$ cat src/rtl/seg7_scan_pkg.sv
// Shared definitions for the 4-digit seven-segment scan driver.
// Holds the scan FSM state type, the active-low glyph table
// ({g,f,e,d,c,b,a}, 0 = segment lit) and the all-off blank pattern.
package seg7_scan_pkg;

    typedef enum logic [1:0] {
        ST_SYNC  = 2'd0,
        ST_RUN   = 2'd1,
        ST_FAULT = 2'd2
    } state_t;

    localparam logic [6:0] SEG_BLANK = 7'h7F;

    // Index = nibble value; entries 10-15 are the hex glyphs A b C d E F.
    localparam logic [6:0] GLYPH_TAB [16] = '{
        7'h40, 7'h79, 7'h24, 7'h30, 7'h19, 7'h12, 7'h02, 7'h78,
        7'h00, 7'h10, 7'h08, 7'h03, 7'h46, 7'h21, 7'h06, 7'h0E
    };

    // True when exactly one bit is set; all-zero is not one-hot.
    function automatic logic is_onehot(input logic [3:0] v);
        return (v != 4'd0) && ((v & (v - 4'd1)) == 4'd0);
    endfunction

endpackage

$ cat src/rtl/seg7_scan_driver_decode.sv
// Nibble to active-low seven-segment decoder (combinational, zero latency).
// Ports: nibble_i value, blank_i forces all segments off, seg_o {g,f,e,d,c,b,a}.
// Values above 9 decode to hex glyphs only when HEX_MODE is set, else blank.
module seg7_decode
    import seg7_scan_pkg::*;
#(
    parameter bit HEX_MODE = 1'b0
) (
    input  logic [3:0] nibble_i,
    input  logic       blank_i,
    output logic [6:0] seg_o
);

    always_comb begin
        seg_o = SEG_BLANK;
        if (!blank_i && (HEX_MODE || (nibble_i <= 4'd9))) begin
            seg_o = GLYPH_TAB[nibble_i];
        end
    end

endmodule

$ cat src/rtl/seg7_scan_driver.sv
// Four-digit multiplexed seven-segment driver slaved to an external one-hot ring.
// Ports: clock/reset (sync, active-high), ring_in select, digits_in/dp_in/load
// staging write, load_ack, registered an/seg/dp_n (active-low), err/err_count.
module seg7_scan_driver
    import seg7_scan_pkg::*;
#(
    parameter bit LZ_BLANK = 1'b1,
    parameter bit HEX_MODE = 1'b0
) (
    input  logic        clock,
    input  logic        reset,
    input  logic [3:0]  ring_in,
    input  logic [15:0] digits_in,
    input  logic [3:0]  dp_in,
    input  logic        load,
    output logic        load_ack,
    output logic [3:0]  an,
    output logic [6:0]  seg,
    output logic        dp_n,
    output logic        err,
    output logic [7:0]  err_count
);

    state_t      state_q, state_d;
    logic        pending_q, pending_d;
    logic [15:0] stage_dig_q, stage_dig_d;
    logic [3:0]  stage_dp_q, stage_dp_d;
    logic [15:0] shadow_dig_q, shadow_dig_d;
    logic [3:0]  shadow_dp_q, shadow_dp_d;
    logic [3:0]  an_q, an_d;
    logic [6:0]  seg_q, seg_d;
    logic        dp_n_q, dp_n_d;
    logic        load_ack_q, load_ack_d;
    logic        err_q, err_d;
    logic [7:0]  err_cnt_q, err_cnt_d;

    logic        ring_ok;
    logic        sync_hit;
    logic        xfer;
    logic        show;
    logic [1:0]  sel_idx;
    logic [3:0]  blank_vec;
    logic [3:0]  sel_nib;
    logic [6:0]  dec_seg;

    assign ring_ok  = is_onehot(ring_in);
    assign sync_hit = (ring_in == 4'b0001);

    // Frame-boundary handoff: new digits only ever enter the shadow at the
    // start of digit0, so a frame is never a mix of old and new data.
    assign xfer = pending_q && (state_q != ST_FAULT) && sync_hit;

    always_comb begin
        sel_idx = 2'd0;
        case (ring_in)
            4'b0010: sel_idx = 2'd1;
            4'b0100: sel_idx = 2'd2;
            4'b1000: sel_idx = 2'd3;
            default: sel_idx = 2'd0;
        endcase
    end

    always_comb begin
        state_d = state_q;
        case (state_q)
            ST_SYNC:  if (sync_hit) state_d = ST_RUN;
            ST_RUN:   if (!ring_ok) state_d = ST_FAULT;
            ST_FAULT: if (sync_hit) state_d = ST_SYNC;
            default:  state_d = ST_SYNC;
        endcase
    end

    always_comb begin
        shadow_dig_d = xfer ? stage_dig_q : shadow_dig_q;
        shadow_dp_d  = xfer ? stage_dp_q  : shadow_dp_q;
        stage_dig_d  = load ? digits_in   : stage_dig_q;
        stage_dp_d   = load ? dp_in       : stage_dp_q;
        // A load in the transfer cycle re-arms pending for the next frame.
        pending_d    = load | (pending_q & ~xfer);
        load_ack_d   = xfer;
    end

    // Blanking looks at the post-transfer shadow so the digit0 shown in the
    // transfer cycle already belongs to the new frame.
    always_comb begin
        blank_vec[0] = 1'b0;
        blank_vec[3] = LZ_BLANK && (shadow_dig_d[15:12] == 4'd0);
        blank_vec[2] = blank_vec[3] && (shadow_dig_d[11:8] == 4'd0);
        blank_vec[1] = blank_vec[2] && (shadow_dig_d[7:4] == 4'd0);
    end

    assign sel_nib = shadow_dig_d[{sel_idx, 2'b00} +: 4];

    seg7_decode #(
        .HEX_MODE (HEX_MODE)
    ) u_decode (
        .nibble_i (sel_nib),
        .blank_i  (blank_vec[sel_idx]),
        .seg_o    (dec_seg)
    );

    // Entering or staying in RUN implies ring_in is one-hot this cycle.
    assign show = (state_d == ST_RUN);

    always_comb begin
        an_d      = show ? ~ring_in : 4'hF;
        seg_d     = show ? dec_seg : SEG_BLANK;
        dp_n_d    = show ? ~shadow_dp_d[sel_idx] : 1'b1;
        err_d     = err_q | ~ring_ok;
        err_cnt_d = err_cnt_q;
        if (!ring_ok && (err_cnt_q != 8'hFF)) begin
            err_cnt_d = err_cnt_q + 8'd1;
        end
    end

    always_ff @(posedge clock) begin
        if (reset) begin
            state_q      <= ST_SYNC;
            pending_q    <= 1'b0;
            stage_dig_q  <= 16'h0000;
            stage_dp_q   <= 4'h0;
            shadow_dig_q <= 16'h0000;
            shadow_dp_q  <= 4'h0;
            an_q         <= 4'hF;
            seg_q        <= SEG_BLANK;
            dp_n_q       <= 1'b1;
            load_ack_q   <= 1'b0;
            err_q        <= 1'b0;
            err_cnt_q    <= 8'h00;
        end else begin
            state_q      <= state_d;
            pending_q    <= pending_d;
            stage_dig_q  <= stage_dig_d;
            stage_dp_q   <= stage_dp_d;
            shadow_dig_q <= shadow_dig_d;
            shadow_dp_q  <= shadow_dp_d;
            an_q         <= an_d;
            seg_q        <= seg_d;
            dp_n_q       <= dp_n_d;
            load_ack_q   <= load_ack_d;
            err_q        <= err_d;
            err_cnt_q    <= err_cnt_d;
        end
    end

    assign an        = an_q;
    assign seg       = seg_q;
    assign dp_n      = dp_n_q;
    assign load_ack  = load_ack_q;
    assign err       = err_q;
    assign err_count = err_cnt_q;

endmodule

$ cat config.mk
export PLATFORM = sky130hd
export DESIGN_NAME = seg7_scan_driver
export DESIGN_NICKNAME = d
export VERILOG_FILES = /design/src/rtl/seg7_scan_pkg.sv /design/src/rtl/seg7_scan_driver_decode.sv /design/src/rtl/seg7_scan_driver.sv
export SDC_FILE = /design/constraint.sdc
export NUM_CORES = 1
export LEC_CHECK = 0
export BUFFER_PORTS_ARGS = -buffer_cell sky130_fd_sc_hd__buf_2
export CAP_MARGIN = 20
export CELL_PAD_IN_SITES_DETAIL_PLACEMENT = 1
export CELL_PAD_IN_SITES_GLOBAL_PLACEMENT = 1
export CORE_UTILIZATION = 43
export DETAILED_ROUTE_END_ITERATION = 8
export HOLD_SLACK_MARGIN = 0.08
export PLACE_DENSITY = 0.78
export SYNTH_ARGS = -nofsm -noshare
export SYNTH_HDL_FRONTEND = slang
export SYNTH_HIERARCHICAL = 1
export SYNTH_SLANG_ARGS = --single-unit
$ cat constraint.sdc
create_clock -name clock -period 3.3 [get_ports clock]
set_input_delay 0.165 -clock clock [delete_from_list [all_inputs] [get_ports clock]]
set_output_delay 0.165 -clock clock [all_outputs]
set_load 0.02 [all_outputs]
; ---- Yosys cells after proc, flatten, opt, wreduce, memory -nomap -nowiden
; Memories as Yosys holds them, arrays and structs flattened. A register that Yosys moved wholly into a read port is not among the register bits.
; Cells that the tools add are included.
[totals]
register_bits = 58
rom_bits = 112
inputBits = 27
out_inout_bits = 22
word_cells = 65
n_memories = 1
[mem_list]
columns = name, words, word_bits, rd, rd_ports_with_merged_regs, wr, line_no
row1 = (no name shown), 16, 7, 1, 1, 0, seg7_scan_driver_decode.sv:17  ; seg_o = GLYPH_TAB[nibble_i];
[classes]
addsub = 2
order_cmp = 2
n_eq_ne = 9
n_shift = 1
muxes = 11
bitwise = 11
reduce_logical = 17
[ops]
columns = operator, count
row1 = $logic_not 4->1, 4
row2 = $mux 16, 1
row3 = $shiftx 16x5->4, 1
row4 = $pmux 2 s3, 2
row5 = $add 8x1->8 const B, 1
row6 = $ne 8x8->1 const B, 1
row7 = $logic_and 1x1->1, 7
row8 = $mux 2, 3
row9 = $not 1->1, 5
row10 = $not 4->5, 1
row11 = $and 4x4->4, 1
row12 = $bmux 1 s2, 2
row13 = $eq 2x1->1 const B, 2
row14 = $eq 4x1->1 const B, 1
row15 = $eq 4x2->1 const B, 1
row16 = $eq 4x3->1 const B, 1
row17 = $eq 4x4->1 const B, 1
row18 = $le 4x4->1 const B, 1
row19 = $mux 4, 1
row20 = $not 4->4, 1
row21 = $reduce_bool 4->1, 1
row22 = $sub 4x1->4 const B, 1
row23 = $lt 2x3->1 const B, 1
row24 = $reduce_or 3->1, 1
row25 = other kinds (8), 11

; ---- Depth between registers and ports, before layout
; Gate-level depths: netlist of run 1.
[depth]
word_depth = 13
depth_mapped = 12
ltp_nobuf = 10

; ---- Cells and area by module
; Netlist of run 1, hierarchy kept.
[modules_own_cells]
columns = mod, instances, cells_per_inst, area_each_um2, seq_area_each_um2
row1 = seg7_scan_driver, 1, 280, 2826.5, 1301.2
row2 = seg7_decode, 1, 40, 315.3, 0.0

; ---- Worst setup path after synthesis of run 1
; Ideal clock, no wire load.
[synth_path]
kind = in2reg
from = in ring_in[1]
to = reg seg_q[2] (netlist: seg[2])
setup_ps = 133
arrival_time_ps = 2576
t_required_ps = 3167
path_slack_ps = 591
cell_stages = 11
path_buffers = 1
path_cell_list = nor4b_4 nand3_4 buf_6 mux2_4 a221o_1 inv_1 ha_1 o21bai_4 a21oi_4 o221ai_1 nand3b_1
[synth_between]
word_cells_on_any_way = 32
cone_classes = add/sub: 1 / order compare: 1 / eq/ne: 5 / shift: 1 / mux: 8 / bitwise: 4 / reduce/logical: 12
[synth_rtl]
columns = element, line_no
row1 = start: declaration, seg7_scan_driver.sv:12  ; input logic [3:0] ring_in,
row2 = $eq 4x1->1, seg7_scan_driver.sv:47  ; assign sync_hit = (ring_in == 4'b0001);
row3 = $logic_and 1x1->1, seg7_scan_driver.sv:51  ; assign xfer = pending_q && (state_q != ST_FAULT) && sync_hit;
row4 = $mux 16, seg7_scan_driver.sv:74  ; shadow_dig_d = xfer ? stage_dig_q : shadow_dig_q;
row5 = $shiftx 16x5->4 (*), seg7_scan_driver.sv:92  ; assign sel_nib = shadow_dig_d[{sel_idx, 2'b00} +: 4];
row6 = net sel_nib[1], seg7_scan_driver.sv:43  ; logic [3:0] sel_nib;
row7 = $le 4x4->1, seg7_scan_driver_decode.sv:16  ; if (!blank_i && (HEX_MODE || (nibble_i <= 4'd9))) begin
row8 = $logic_and 1x1->1, seg7_scan_driver_decode.sv:16
row9 = $not 1->1 (no line), -
row10 = $reduce_or 3->1 (no line), -
row11 = end: declaration, seg7_scan_driver.sv:31  ; logic [6:0] seg_q, seg_d;
; The timed path passes the listed nets; every way through them passes the cells marked *. The select of a mux whose other input is x is not followed.
; A chain may end at the register's enable or synchronous reset.

; ---- Worst setup path after layout of run 1
[layout_path]
from = reg state_q[0]
to = reg seg_q[2] (netlist: seg[2])
[layout_between]
word_cells_on_any_way = 27
cone_classes = order compare: 1 / eq/ne: 4 / shift: 1 / mux: 7 / bitwise: 3 / reduce/logical: 11
[layout_rtl]
columns = element, line_no
row1 = start: declaration, seg7_scan_driver.sv:24  ; state_t state_q, state_d;
row2 = start signal: assignment, seg7_scan_driver.sv:131  ; state_q <= state_d;
row3 = $ne 2x2->1 (*), seg7_scan_driver.sv:51
row4 = $logic_and 1x1->1 (*) (2 in a row), seg7_scan_driver.sv:51
row5 = $mux 16 (*), seg7_scan_driver.sv:74
row6 = $shiftx 16x5->4 (*), seg7_scan_driver.sv:92
row7 = net sel_nib[2], seg7_scan_driver.sv:43
row8 = $le 4x4->1, seg7_scan_driver_decode.sv:16
row9 = $logic_and 1x1->1, seg7_scan_driver_decode.sv:16
row10 = $not 1->1 (no line), -
row11 = $reduce_or 3->1 (no line), -
; Marks and branches as above.

==> results of run 1 <==
## cell families (layout without fill, tap and decap cells)
logic type	Yosys count	after routing	share of synthesized area [%]
fa+ha+maj	8	8	3.19
xor+xnor	3	3	0.836
simple gates	113	113	20.4
mux	42	42	15.1
compound gates	59	59	14.3
buf+inv	30	92	4.70
flops	65	65	41.4
## per-layer routing
metal	up-vias	global-route usage, %	share of wire, %
li1	1285	-	-
met1	1251	27.3	47
met2	56	32.7	47
met3	13	4.27	4.0
met4	0	9.09	2.2
met5	-	0	0
## flip-flops by register name, summed over array words and instances (netlist names)
signal and count:
shadow_dig_q 16, stage_dig_q 16, err_count 8, seg 7
an 4, shadow_dp_q 4, stage_dp_q 4, state_q 2
dp_n 1, err 1, load_ack 1, pending_q 1
## critical path: cells and delay by family (launching register included)
family                 cells  cell delay [ns]
AO/OA/AOI/OAI              4             1.14
AND/OR/NAND/NOR            3             0.69
buffers and inverters      1             0.27
multiplexers               1             0.31
flip-flops                 1             0.42
## repair_timing
| action | CTS | global route |
|---|---|---|
| hold buffers | 18 | 1 |
| hold endpoints to repair | 18 | 1 |
| resized for setup | 0 | 0 |
| endpoints found under the setup margin | 0 | 0 |
## cell type report
cell class	instances	area (um2)
Clock buffer	11	151
Timing Repair Buffer	70	453
Clock inverter	3	17.5
Sequential cell	65	1300
Fill cell	834	3140
Tap cell	96	120
Inverter	8	30.0
Multi-Input combinational cell	225	1690
## stage by stage
step	total power, mW	area [um2]	setup slack [ns]
CTS	1.62	3760	0.306
global placement	1.01	3410	0.264
detailed placement	1.02	3410	0.175
floorplan	0.966	3140	0.591
finish	1.60	3770	0.309
global route	1.67	3770	0.0948
## power by group
part / leakage, nW / internal (mW) / switching, mW / total, mW
clock network: 0.0871 / 0.302 / 0.282 / 0.584
registers: 0.530 / 0.809 / 0.0215 / 0.831
logic: 0.935 / 0.0840 / 0.100 / 0.184
total: 1.55 / 1.20 / 0.404 / 1.60
## final timing paths
path / end / startpoint / cells past startpoint
max: seg[2] / state_q[0] / 9
min: stage_dig_q[9] / digits_in[9] / 3
max reg2reg: seg[2] / state_q[0] / 9
min reg2reg: err / err / 2
## placed cells by master, fill, tap and decap left out, types with 6 or more instances in the layout
| master | synthesis | final |
|---|---|---|
| nor2_1 | 36 | 36 |
| buf_2 | 4 | 48 |
| clkbuf_8 | 0 | 11 |
| nand3b_1 | 9 | 9 |
| o211ai_1 | 6 | 6 |
| nand3_1 | 7 | 7 |
| and2_1 | 6 | 6 |
| a21oi_1 | 18 | 18 |
| dlygate4sd3_1 | 0 | 19 |
| nand4_1 | 7 | 7 |
| ha_1 | 8 | 8 |
| o31ai_1 | 7 | 7 |
| nand2_1 | 13 | 13 |
| inv_1 | 8 | 8 |
| mux2i_1 | 31 | 31 |
| dfxtp_1 | 65 | 65 |
==> results by group, run 1 <==
Critical path
  • Setup slack, reg-to-reg: 0.31 ns
  • WP data required: 3.49 ns
  • Arrival time at the worst endpoint: 3.18 ns
  • Critical Path Max Stage Delay: 0.50 ns
  • CP max stage cell: a221o_1
  • CP cell instances: nand2b_1 > nand3_4 > buf_4 > mux4_2 > a221o_1 > o21bai_4 > a21oi_4 > o221ai_1 > nand3b_1
  • CP Launch Type: flip-flop
  • CP max FO: 16
  • Crit path kind: flip-flop to flip-flop
  • CP Capture Type: flip-flop

CTS
  • CTS tree: built
  • Root Driver: clkbuf_8
  • CTS Sinks: 65
  • Clock Pin Slew Worst Setup and Hold Paths: 0.06 ns
  • Post-CTS setup buffer count: 0
  • H-tree levels: 3
  • CTS buffer count: 9
  • Worst skew pair latency: 0.34 ns
  • Clk buf depth: 2

Global routing
  • Total gr overflow: 0
  • Global-route wire length before repair: 12100 um
  • Vias in the first global route: 2512
  • GRT Util Overall: 20.7%
  • Initial antenna violation count: 0
  • Pin count of the biggest net entering global routing: 50

Layout
  • Final Core Density: 54.5%
  • Share of cells above drive strength 1: 22.8%
  • # diodes: 0
  • Syn-to-layout area delta: 19.9%
  • Final nets: 414
  • Non-Filler Instances: 478

Outcome
  • Status: completed

STA
  • Final Max Slew Viols: 0
  • Slew Limit Headroom: 40.2%
  • Min cycle time layout: 2.99 ns
  • Period utilization: 90.6%
  • Worst hold margin: 0.0826 ns
  • Final Hold Vio Count: 0
  • Max Fclk: 334 MHz
  • Setup TNS Final: 0 ns
  • Setup Skew: 0.00258 ns
  • Worst Max-Slew Pin Slew: 0.897 ns
  • RSZ-0062 raised after global routing: no
  • Final setup fails: 0

Synth
  • Most frequent cell after synthesis: dfxtp_1
  • Synthesized cell area: 3140 um2
  • Commonest cells post-synth: dfxtp_1, nor2_1, mux2i_1
  • Largest cells by area after synthesis: dfxtp_1, mux2i_1, nor2_1
  • Cell taking the most area after synthesis: dfxtp_1
  • Synth unique cells: 58
  • Synth warnings: 6
  • Post-Synthesis Cells: 320
  • Post-synthesis async set-or-reset flop share: 0%
  • Yosys top cell area share: 41.4%
  • Post-synthesis sequential area ratio: 41.4%
  • Most used DFF post-synth: dfxtp_1
  • Number of flops mapped to enable cells by yosys: 0
  • Register bit total from synthesis: 65
  • Synthesized Nets: 355
  • Syn avg cell area: 9.82 um2

Drt
  • DR WL/cell: 15.2 um
  • DR vias/cell: 5.45
  • Total number of vias: 2605
  • Initial drt markers: 109
  • Total wire length: 7280 um
  • First-pass DRT Iterations: 4
  • # DRC: 0
  • ANT nets after route: 0

Die
  • Rows: 30
  • Die Width: 87.5 um
  • Initial Utilization: 45.5%
  • Core area: 6910 um2
  • I/O pins: 49
  • Die area: 7650 um2
  • Die height: 87.5 um

Placement
  • RePlAce Congestion: 0.865
  • DP Cell Count: 445
  • PortBufs: 48
  • Placed wire-length estimate: 5250 um

Run
  • Max-Cap Viols: 0

Pwr
  • P_leak: 1.55 nW
  • Pwr Density: 425 nW/um2
  • Peak supply drop: 0.000359 V

Min path
  • HP Class: input pin to flip-flop
No activity file was read; power rests on OpenSTA's default activity.
==> run 2, diff against run 1 <==
CORE_MARGIN = 1.5   (was not set)
==> run 2 against run 1 <==
Effect of this change:
- wire length increased by 2.7%
- via count up 0.23%
- count of clock-buffer cells in the layout up 1
- flip-flop and latch count did not move
- worst setup slack got worse by 0.062 ns
==> results by group, run 2 (synthesis gave the netlist of run 1 again) <==
Outcome
  • Status: completed

Drt
  • # DRC: 0
  • DR vias/cell: 5.44
  • Total number of vias: 2611
  • Total wire length: 7480 um
  • ANT nets after route: 0
  • Initial drt markers: 88
  • DR WL/cell: 15.6 um
  • First-pass DRT Iterations: 4

CTS
  • Worst skew pair latency: 0.34 ns
  • CTS tree: built
  • Post-CTS setup buffer count: 0
  • Root Driver: clkbuf_8
  • CTS buffer count: 9
  • Clock Pin Slew Worst Setup and Hold Paths: 0.07 ns
  • Clk buf depth: 2
  • # resized after CTS: 0
  • CTS Sinks: 65
  • H-tree levels: 3

Layout
  • Final nets: 415
  • Most frequent cells in the layout: dfxtp_1, buf_2, nor2_1, mux2i_1, dlygate4sd3_1
  • Syn-to-layout area delta: 20.0%
  • Fill cell count: 818
  • # diodes: 0
  • Share of cells above drive strength 1: 22.4%
  • Design Area, Final: 3770 um2
  • Leading cell type in the layout, fill and taps excluded: dfxtp_1

Placement
  • Placed wire-length estimate: 5230 um
  • PortBufs: 48
  • Post-DP Area: 3410 um2
  • RePlAce Congestion: 0.778

STA
  • Setup Skew: 0.00771 ns
  • RSZ-0062 raised after global routing: no
  • Period utilization: 92.5%
  • Worst Max-Slew Pin Slew: 0.875 ns
  • Max Fclk: 328 MHz
  • Final setup fails: 0
  • Setup TNS Final: 0 ns
  • Slew Limit Headroom: 41.6%
  • Min cycle time layout: 3.05 ns
  • Worst hold margin: 0.124 ns
  • Final Hold Vio Count: 0
  • Final Max Slew Viols: 0

Global routing
  • Pin count of the biggest net entering global routing: 50
  • GRT Util Overall: 21.0%
  • Total gr overflow: 0
  • Vias in the first global route: 2555
  • Initial antenna violation count: 0
  • Global-route wire length before repair: 12500 um

Pwr
  • P_leak: 1.55 nW
  • Pwr Density: 425 nW/um2
  • Total power: 1.60 mW
  • Peak supply drop: 0.000256 V

Die
  • Rows: 30
  • Core area: 6940 um2
  • Die Width: 88.5 um
  • Initial Utilization: 45.2%
  • Die area: 7830 um2
  • I/O pins: 49
  • Die height: 88.5 um

Critical path
  • Crit path kind: flip-flop to flip-flop
  • CP max stage cell: a221o_1
  • CP Capture Type: flip-flop
  • WP data required: 3.50 ns
  • CP Launch Type: flip-flop
  • Critical Path Max Stage Delay: 0.44 ns
  • CP max FO: 12
  • CP cell instances: nand2b_1 > nand3_4 > mux2_4 > a221o_1 > inv_1 > ha_1 > o21bai_4 > a21oi_4 > o211ai_1 > nand3b_1
  • Arrival time at the worst endpoint: 3.25 ns

Min path
  • HP Class: input pin to flip-flop

Run
  • Max-Cap Viols: 0
## run 2: cell count changes in the layout (fill, tap and decap cells not counted)
cell / change
clkbuf_1: +2
clkbuf_8: -1
dlygate4sd3_1: +1
## run 2: final timing paths
path	from	end	slack, ns	cells past startpoint
hold / removal	ring_in[3]	an[3]	0.12	2
setup / recovery	state_q[0]	seg[6]	0.25	10
setup reg to reg	state_q[0]	seg[6]	0.25	10
hold reg to reg	err	err	0.46	2
## run 2: worst max-delay path: cells and delay by family, from the launching register on
kind                     cells  cell delay (ns)
flip-flops                   1             0.43
multiplexers                 1             0.37
adder cells (fa/ha/maj)      1             0.28
AND/OR/NAND/NOR              3             0.76
AO/OA/AOI/OAI                4             0.91
buffers and inverters        1             0.16
## run 2: timing repair
item                                    in CTS  in global routing
endpoints found under the hold margin       20                  0
hold buffers                                20                  0
endpoints found under the setup margin       0                  0
## run 2: routing by layer
metal	routed length, um	global-route usage [%]	part of all wire [%]
met5	0	0	0
met4	125	9.38	1.7
met3	216	3.64	2.9
met2	3470	34.4	46
met1	3660	27.2	49
## run 2: through the flow
step	setup WS [ns]	util (%)	instances
2_1_floorplan	0.591	-	320
3_3_place_gp	0.274	49.1	445
3_5_place_dp	0.162	49.1	445
4_1_cts	0.258	54.3	480
5_1_grt	0.0267	54.3	480
6_report	0.247	54.3	480
## run 2: final cells by class
class / instances / area, um2 / share of cell area (%)
multi-input cells: 225 / 1690 / 44.9
flip-flops and latches: 65 / 1300 / 34.5
repair buffers: 71 / 463 / 12.3
clock buffers: 12 / 145 / 3.85
well taps: 96 / 120 / 3.19
inverters: 8 / 30.0 / 0.797
clock inverters: 3 / 17.5 / 0.465
## run 2: power by group
group / switching [mW] / internal [mW] / total, mW
Clock: 0.297 / 0.287 / 0.584
Sequential: 0.0226 / 0.809 / 0.832
Combinational: 0.101 / 0.0847 / 0.186
